===== src/rtl/hazard_ctrl.sv =====
// hazard_ctrl
//   Hazard and control unit for the five-stage MIPS pipeline. It covers the
//   hazards that operand forwarding cannot resolve:
//     - load-use dependencies on the instruction in EX,
//     - HI/LO consumers and new mult/div while the multiply/divide unit is busy,
//     - wrong-path instructions behind a taken branch.
//   It also tracks the multiply/divide operation in flight and counts stall
//   cycles in a saturating counter.
//
// Ports
//   clk             clock
//   rst_n           synchronous active-low reset
//   ID_Rs, ID_Rt    source registers of the ID instruction
//   ID_useRs/Rt     ID instruction really reads Rs / Rt
//   ID_isMD         ID instruction is mult/multu/div/divu
//   ID_readsHiLo    ID instruction is mfhi/mflo
//   EX_memRead      EX instruction is a load
//   EX_Rd           destination register of the EX instruction
//   EX_branchTaken  branch in EX resolved taken
//   PC_write        PC update enable
//   IFID_write      IF/ID write enable
//   IFID_flush      clear IF/ID to a nop
//   IDEX_flush      load a bubble into ID/EX
//   md_start        one-cycle issue pulse to the multiply/divide unit
//   md_busy         multiply/divide operation in flight
//   md_done         last busy cycle, HI/LO written at the end of it
//   stall_cnt       saturating count of stall cycles since reset
//
// States
//   state  | meaning
//   -------+---------------------------------------------------------------
//   S_IDLE | no multiply/divide operation in flight
//   S_BUSY | operation in flight; mdc counts down to 0, mdc==0 is the done cycle

module hazard_ctrl #(
  parameter int unsigned MD_LATENCY = 4,
  parameter int unsigned CNT_W      = 16
) (
  input  logic             clk,
  input  logic             rst_n,
  input  logic [4:0]       ID_Rs,
  input  logic [4:0]       ID_Rt,
  input  logic             ID_useRs,
  input  logic             ID_useRt,
  input  logic             ID_isMD,
  input  logic             ID_readsHiLo,
  input  logic             EX_memRead,
  input  logic [4:0]       EX_Rd,
  input  logic             EX_branchTaken,
  output logic             PC_write,
  output logic             IFID_write,
  output logic             IFID_flush,
  output logic             IDEX_flush,
  output logic             md_start,
  output logic             md_busy,
  output logic             md_done,
  output logic [CNT_W-1:0] stall_cnt
);

  typedef enum logic {
    S_IDLE = 1'b0,
    S_BUSY = 1'b1
  } state_e;

  localparam logic [3:0]       MDC_RELOAD = 4'(MD_LATENCY - 1);
  localparam logic [CNT_W-1:0] CNT_MAX    = {CNT_W{1'b1}};

  state_e           state_q, state_d;
  logic [3:0]       mdc_q, mdc_d;
  logic [CNT_W-1:0] cnt_q, cnt_d;

  logic load_use;
  logic md_haz;
  logic mdc_tc;
  logic stall_now;

  // Hazard detection
  assign mdc_tc   = (mdc_q == 4'd0);

  assign load_use = EX_memRead && (EX_Rd != 5'd0) &&
                    ((ID_useRs && (EX_Rd == ID_Rs)) ||
                     (ID_useRt && (EX_Rd == ID_Rt)));

  // Only consumers of HI/LO (or a new MD op) wait; in the done cycle the
  // result lands at the end of the cycle and forwarding-free reads are safe.
  assign md_haz   = (state_q == S_BUSY) && !mdc_tc && (ID_isMD || ID_readsHiLo);

  assign md_busy  = (state_q == S_BUSY);
  assign md_done  = (state_q == S_BUSY) && mdc_tc;

  // Pipeline control, first matching rule wins
  always_comb begin
    PC_write   = 1'b1;
    IFID_write = 1'b1;
    IFID_flush = 1'b0;
    IDEX_flush = 1'b0;
    md_start   = 1'b0;
    stall_now  = 1'b0;

    if (!rst_n) begin
      PC_write   = 1'b0;
      IFID_write = 1'b0;
      IFID_flush = 1'b1;
      IDEX_flush = 1'b1;
    end else if (EX_branchTaken) begin
      // ID holds a wrong-path instruction: squash it, never stall or issue.
      IFID_flush = 1'b1;
      IDEX_flush = 1'b1;
    end else if (load_use || md_haz) begin
      PC_write   = 1'b0;
      IFID_write = 1'b0;
      IDEX_flush = 1'b1;
      stall_now  = 1'b1;
    end else if (ID_isMD) begin
      md_start   = 1'b1;
    end
  end

  // Multiply/divide tracking; an op in flight is older than any branch in EX,
  // so a flush never cancels it.
  always_comb begin
    state_d = state_q;
    mdc_d   = mdc_q;

    case (state_q)
      S_IDLE: begin
        if (md_start) begin
          state_d = S_BUSY;
          mdc_d   = MDC_RELOAD;
        end
      end
      S_BUSY: begin
        if (!mdc_tc) begin
          mdc_d = mdc_q - 4'd1;
        end else if (md_start) begin
          // back-to-back issue in the done cycle, no idle gap
          mdc_d = MDC_RELOAD;
        end else begin
          state_d = S_IDLE;
        end
      end
      default: begin
        state_d = S_IDLE;
        mdc_d   = 4'd0;
      end
    endcase
  end

  // Stall counter, saturating
  always_comb begin
    cnt_d = cnt_q;
    if (stall_now && (cnt_q != CNT_MAX)) begin
      cnt_d = cnt_q + 1'b1;
    end
  end

  always_ff @(posedge clk) begin
    if (!rst_n) begin
      state_q <= S_IDLE;
      mdc_q   <= 4'd0;
      cnt_q   <= '0;
    end else begin
      state_q <= state_d;
      mdc_q   <= mdc_d;
      cnt_q   <= cnt_d;
    end
  end

  assign stall_cnt = cnt_q;

endmodule


===== config.mk =====
export PLATFORM = sky130hd
export DESIGN_NAME = hazard_ctrl
export DESIGN_NICKNAME = d
export VERILOG_FILES = /design/src/rtl/hazard_ctrl.sv
export SDC_FILE = /design/constraint.sdc
export NUM_CORES = 1
export LEC_CHECK = 0
export CAP_MARGIN = 20
export CORE_MARGIN = 8
export CORE_UTILIZATION = 47
export DETAILED_ROUTE_END_ITERATION = 10
export PLACE_DENSITY = 0.88
export SKIP_CTS_REPAIR_TIMING = 1
export SLEW_MARGIN = 5
export SYNTH_ARGS = -nofsm -noshare
export SYNTH_HDL_FRONTEND = slang
export SYNTH_SLANG_ARGS = --single-unit

===== constraint.sdc =====
create_clock -name clk -period 3.8 [get_ports clk]
set_clock_uncertainty 0.15 [all_clocks]
set_input_delay 0.95 -clock clk [delete_from_list [all_inputs] [get_ports clk]]
set_output_delay 0.95 -clock clk [all_outputs]
set_load 0.1 [all_outputs]

==> flow_metrics.env, run 1 <==
export IMPL_status="complete, no violations"
export IMPL_hold_depth=2
export IMPL_clkPwrFrac_pct=24.1
export IMPL_grt_overflow_total=0
export IMPL_net_switching_power_mw=0.127
export IMPL_cts_num_sinks=21
export IMPL_antenna_found_initial=0
export IMPL_place_hpwl_mm=2.64
export IMPL_syn_area_um2=1230
export IMPL_cap_violations=0
export IMPL_finalPower_mw=0.442
export IMPL_vias=1298
export IMPL_initial_core_util_pct=49.7
export IMPL_instances_no_fill=227
export IMPL_drc=0
export IMPL_r2r_slack_ps=1410
export IMPL_ant_nets=0
export IMPL_nNetsFinal=223
export IMPL_worstSetupPathType="in -> out"
export IMPL_vias_per_cell=5.72
export IMPL_grt_usage_pct=14.6
export IMPL_die_w_um=67.2
export IMPL_worst_slew_pin_slew_ps=435
export IMPL_clk_pin_slew_ps=110
export IMPL_cts_tree="yes"
export IMPL_ys_types=39
export IMPL_num_rows=18
export IMPL_fp_dieH_um=67.2
export IMPL_die_area_um2=4520
export IMPL_cp_max_fo=4
export IMPL_fillers=188
export IMPL_hold_violations=0
export IMPL_seq_power_share_pct=50.8
export IMPL_p_int_mw=0.315
export IMPL_cts_buffers=3
export IMPL_ir_drop_mv=0.210
export IMPL_core_area_um2=2480
export IMPL_cellPowerDensity_nw_per_um2=247
export IMPL_comb_power_share_pct=25.1
export IMPL_drtPass1Iterations=4
export IMPL_multi_input_area_um2=761
export IMPL_min_delay_start="stall_cnt[11]$_SDFFE_PN0P_"
export IMPL_syn_to_final_growth_pct=45.2
export IMPL_period_needed_ps=3600
export IMPL_grt_pass1_wl_mm=5.24
export IMPL_setup_ws_ps=198
export IMPL_yosysWarningCount=0
export IMPL_io_buffers=45
export IMPL_hold_path_class="reg -> reg"
export IMPL_cp_data_required_time_ps=2700
export IMPL_htree_levels=1
export IMPL_crit_arrival_ps=2500
export IMPL_cp_end_kind="primary output"
export IMPL_gp_congestion=0.953
export IMPL_r2r_worst_path_cells=9
export IMPL_min_to="stall_cnt[11]$_SDFFE_PN0P_"
export IMPL_grt_pass1_vias=1230
export IMPL_synth_seq_cells=21
export IMPL_seq_area_frac_synth_pct=34.1
export IMPL_slew_viol_final=0
export IMPL_r2r_start="mdc_q[0]$_SDFF_PN0_"
export IMPL_drt_iter0_drc=45
export IMPL_finalSetupTns_ps=0
export IMPL_r2r_end="stall_cnt[11]$_SDFFE_PN0P_"
export IMPL_grt_max_degree=31
export IMPL_cts_root_buffer="clkbuf_4"
export IMPL_fmax_mhz=278
export IMPL_n_antenna_cell=0
export IMPL_seq_area_um2=420
export IMPL_post_drt_wl_per_cell_um=14.9
export IMPL_syn_inst=147
export IMPL_leakagePower_nw=0.688
export IMPL_clk_latency_ps=300
export IMPL_worst_setup_path_start_kind="primary input"
export IMPL_slew_headroom_pct=70.8
export IMPL_syn_nets=172
export IMPL_avgSynthCellArea_um2=8.38
export IMPL_grt_setup_unrepaired="no"
export IMPL_period_share_pct=94.8
export IMPL_placed_cells=222
export IMPL_p_sw_share_pct=28.7
export IMPL_wl_mm=3.38
export IMPL_cts_path_max_buffers=2
export IMPL_post_place_ws_ps=-171
export IMPL_setup_violations=0
export IMPL_ios=46
export IMPL_drive_gt1_share_pct=21.8
[critical path: stages]
cell and delay [ps]:
dlymetal6s2s_1 160, or4_1 530, o21a_1 230, a21oi_1 150, nor2_1 70, nor2_2 200, buf_12 210
[area by class of cell]
cell class / count / share of cell area (%)
Tap cell: 30 / 2.10
Multi-Input combinational cell: 114 / 42.5
Sequential cell: 21 / 23.5
Clock buffer: 4 / 1.47
Inverter: 5 / 1.05
Timing Repair Buffer: 53 / 29.4
[cell usage in the layout, fill, tap and decap left out, types with 2 or more instances in the layout]
cell type	instances
dfxtp_1	21
and3_1	2
clkdlybuf4s50_1	18
nand4b_1	2
clkbuf_4	3
nor4_1	2
nand4_1	7
o211ai_1	4
nand2_1	6
dlymetal6s2s_1	4
xnor2_1	10
nand3b_1	2
o31ai_1	6
buf_4	26
a21oi_1	11
inv_1	5
o21ai_1	8
or4_1	3
ha_1	2
and4_1	2
nor2_1	6
nor3_1	3
buf_12	5
or3_1	7
nand3_1	8
o21a_1	5
[stage by stage]
step	utilization, %	hold slack (ps)	cell area (µm²)
floorplan	-	335	1240
global placement	69.9	337	1730
detailed placement	69.9	351	1730
CTS	71.0	371	1760
global route	72.2	411	1790
finish	72.2	369	1790
[registers in the layout (all words and copies together) (netlist names)]
name / flops
stall_cnt: 16
mdc_q: 4
md_busy: 1
[worst max path at each step]
stage,from,end,slack (ps),cells after the start
2_1_floorplan,EX_Rd[1],PC_write,-370,6
4_1_cts,EX_Rd[1],md_start,-190,6
3_3_place_gp,EX_Rd[1],md_start,-110,6
6_report,EX_Rd[1],IFID_write,200,7
3_5_place_dp,EX_Rd[1],md_start,-170,6
5_1_grt,EX_Rd[0],PC_write,120,8
[power groups by stage]
stage	logic, mW	clock network, mW	registers, mW
floorplan	0.0557	0	0.233
global placement	0.107	0	0.229
detailed placement	0.109	0	0.230
CTS	0.109	0.109	0.225
global route	0.117	0.114	0.225
finish	0.111	0.106	0.225
[layer usage]
layer	vias up	track usage, %	wire length (µm)	part of all wire (%)
met2	44	24.3	1530	45
li1	656	-	-	-
met1	592	17.3	1570	46
met5	-	0	0	0
met3	6	2.65	209	6.2
met4	0	8.36	70	2.1
[cell families (layout without fill, tap and decap cells)]
logic type / count (synthesis) / count (layout) / share of synthesized area (%)
AND/OR/NAND/NOR: 59 / 59 / 27.9
adder cells (fa/ha/maj): 2 / 2 / 2.03
AO/OA/AOI/OAI: 41 / 41 / 21.2
flip-flops: 21 / 21 / 34.1
XOR/XNOR: 11 / 11 / 7.82
buffers and inverters: 12 / 62 / 6.09
multiplexers: 1 / 1 / 0.812
[synthesized netlist by cell type]
cell	n	share of area, %
ha_1	2	2.0
mux2i_1	1	0.81
a21oi_1	11	4.5
inv_1	5	1.5
a211o_1	1	0.71
xor2_1	1	0.71
o22ai_1	1	0.51
buf_6	2	1.8
buf_1	1	0.30
nand3_1	8	3.2
o211ai_1	4	2.4
a21oi_2	1	0.71
nor3b_1	2	1.2
o221ai_1	1	0.71
or4_1	3	1.8
and3_1	2	1.0
o21a_1	5	3.0
or3_1	7	3.6
buf_8	1	1.2
nand2b_1	2	1.0
buf_4	1	0.61
nor3_1	3	1.2
o21ai_1	8	3.2
nand3b_1	2	1.2
nand4_1	7	3.6
nor2_1	7	2.1
o31ai_1	6	3.7
xnor2_1	10	7.1
nor4_1	2	1.0
nand2_1	6	1.8
or3b_2	1	0.71
or2_2	1	0.51
nand4b_1	2	1.4
clkbuf_1	2	0.61
and4_1	2	1.4
dfxtp_1	21	34
and2_1	2	1.0
a211oi_1	2	1.2
a31oi_1	1	0.51
Note: power is estimated with default switching activity, not from simulation.
==> inputs of run 2 (changes only) <==
CAP_MARGIN = default   (was 20)
==> results of run 2 <==
The final DEF is identical to that of run 1; final timing and power are the same.
==> inputs of run 3 (changes only) <==
HOLD_SLACK_MARGIN = 0.08   (was default)
MAX_ROUTING_LAYER = met4   (was default)
clock period = 4.3 ns   (was 3.8 ns; I/O delays follow)
==> flow_metrics.env, run 3 (same netlist as run 1, synthesis figures left out) <==
export IMPL_drt_iter0_drc=58
export IMPL_status="complete, no violations"
export IMPL_clk_pin_slew_ps=130
export IMPL_comb_power_share_pct=23.7
export IMPL_setup_violations=0
export IMPL_wl_mm=3.49
export IMPL_slew_headroom_pct=34.3
export IMPL_n_antenna_cell=0
export IMPL_grt_usage_pct=15.5
export IMPL_drtPass1Iterations=4
export IMPL_fin_area_um2=1770
export IMPL_vias_per_cell=5.91
export IMPL_cellPowerDensity_nw_per_um2=223
export IMPL_placed_cells=218
export IMPL_fin_util_pct=71.6
export IMPL_leakagePower_nw=0.587
export IMPL_fp_dieH_um=67.2
export IMPL_die_w_um=67.2
export IMPL_cap_violations=0
export IMPL_p_sw_share_pct=30.4
export IMPL_drive_gt1_share_pct=9.90
export IMPL_io_buffers=45
export IMPL_p_int_mw=0.275
export IMPL_worstSetupPathType="in -> out"
export IMPL_cts_num_sinks=21
export IMPL_place_area_um2=1740
export IMPL_slew_viol_final=0
export IMPL_largest_reg_flops=16
export IMPL_cts_path_max_buffers=2
export IMPL_place_hpwl_mm=2.69
export IMPL_post_drt_wl_per_cell_um=15.7
export IMPL_setup_ws_ps=65.3
export IMPL_ios=46
export IMPL_grt_max_degree=31
export IMPL_syn_to_final_growth_pct=43.9
export IMPL_initial_core_util_pct=49.7
export IMPL_cp_max_fo=4
export IMPL_grt_pass1_vias=1156
export IMPL_antenna_found_initial=0
export IMPL_num_rows=18
export IMPL_worst_setup_path_start_kind="primary input"
export IMPL_grt_overflow_total=0
export IMPL_hold_violations=0
export IMPL_fillers=196
export IMPL_cts_tree="yes"
export IMPL_crit_arrival_ps=3010
export IMPL_clk_latency_ps=320
export IMPL_grt_use_met3_pct=4.80
export IMPL_seq_area_um2=420
export IMPL_ant_nets=0
export IMPL_clkPwrFrac_pct=26.1
export IMPL_vias=1313
export IMPL_cts_buffers=3
export IMPL_fmax_mhz=236
export IMPL_grt_util_met2_pct=23.9
export IMPL_drc=0
export IMPL_net_switching_power_mw=0.120
export IMPL_htree_levels=1
export IMPL_cts_root_buffer="clkbuf_4"
export IMPL_ir_drop_mv=0.219
export IMPL_instances_no_fill=222
export IMPL_top_usage_layer="met2"
export IMPL_seq_power_share_pct=50.2
export IMPL_final_common_cell="clkdlybuf4s50_1"
export IMPL_layout_common_cells="39 x clkdlybuf4s50_1, 21 x dfxtp_1, 11 x a21oi_1"
export IMPL_finalSetupTns_ps=0
export IMPL_cp_data_required_time_ps=3070
export IMPL_gp_congestion=0.956
export IMPL_post_place_ws_ps=79.6
export IMPL_multi_input_area_um2=746
export IMPL_nNetsFinal=218
export IMPL_hold_path_class="reg -> reg"
export IMPL_period_needed_ps=4230
export IMPL_grt_use_met1_pct=18.0
export IMPL_die_area_um2=4520
export IMPL_worst_slew_pin_slew_ps=982
export IMPL_grt_setup_unrepaired="no"
export IMPL_grt_pass1_wl_mm=5.38
export IMPL_core_area_um2=2480
export IMPL_period_share_pct=98.5
export IMPL_cp_end_kind="primary output"
## run 3: cell count changes in the layout (fill, tap and decap cells not counted), sizes merged
cell and change:
clkinvlp +1, buf -22, dlymetal6s2s -4, clkbuf -1, clkdlybuf4s50 +21
## run 3: worst max-delay path, cell delays in order
cell and delay [ps]:
clkdlybuf4s50_1 470, or4_1 550, o21a_1 230, a211oi_1 280, and2_2 230, buf_12 170
## run 3: final timing paths
check	depth (start not counted)	end	slack, ps	start
hold reg to reg	2	stall_cnt[11]$_SDFFE_PN0P_	360	stall_cnt[11]$_SDFFE_PN0P_
hold / removal	2	stall_cnt[11]$_SDFFE_PN0P_	360	stall_cnt[11]$_SDFFE_PN0P_
setup / recovery	6	md_start	70	EX_Rd[1]
setup reg to reg	9	stall_cnt[11]$_SDFFE_PN0P_	1900	mdc_q[0]$_SDFF_PN0_
## run 3: final cells by class
| type | count | share of cell area (%) |
|---|---|---|
| clock buffer | 3 | 1.27 |
| tap | 30 | 2.12 |
| multi-input combinational | 114 | 42.1 |
| sequential | 21 | 23.7 |
| timing repair buffer | 48 | 29.4 |
| inverter | 5 | 1.06 |
| clock inverter | 1 | 0.423 |
## run 3: power by group through the flow
stage               Combinational, mW  Sequential, mW  Clock (mW)
floorplan                      0.0491           0.206           0
global placement               0.0917           0.203           0
detailed placement             0.0941           0.203           0
CTS                            0.0944           0.199       0.105
global route                   0.0985           0.199       0.114
finish                         0.0938           0.199       0.103
## run 3: per-stage QoR
stage	hold slack (ps)	power [mW]
floorplan	335	0.255
global placement	330	0.294
detailed placement	339	0.297
CTS	363	0.398
global route	391	0.412
finish	365	0.396
## run 3: layer usage
layer  up-vias  part of all wire [%]  wire length, µm
li1        641                     -                -
met3         6                    10              349
met4         0                   1.3               46
met1       606                    41             1430
met5         -                     0                0
met2        60                    48             1660
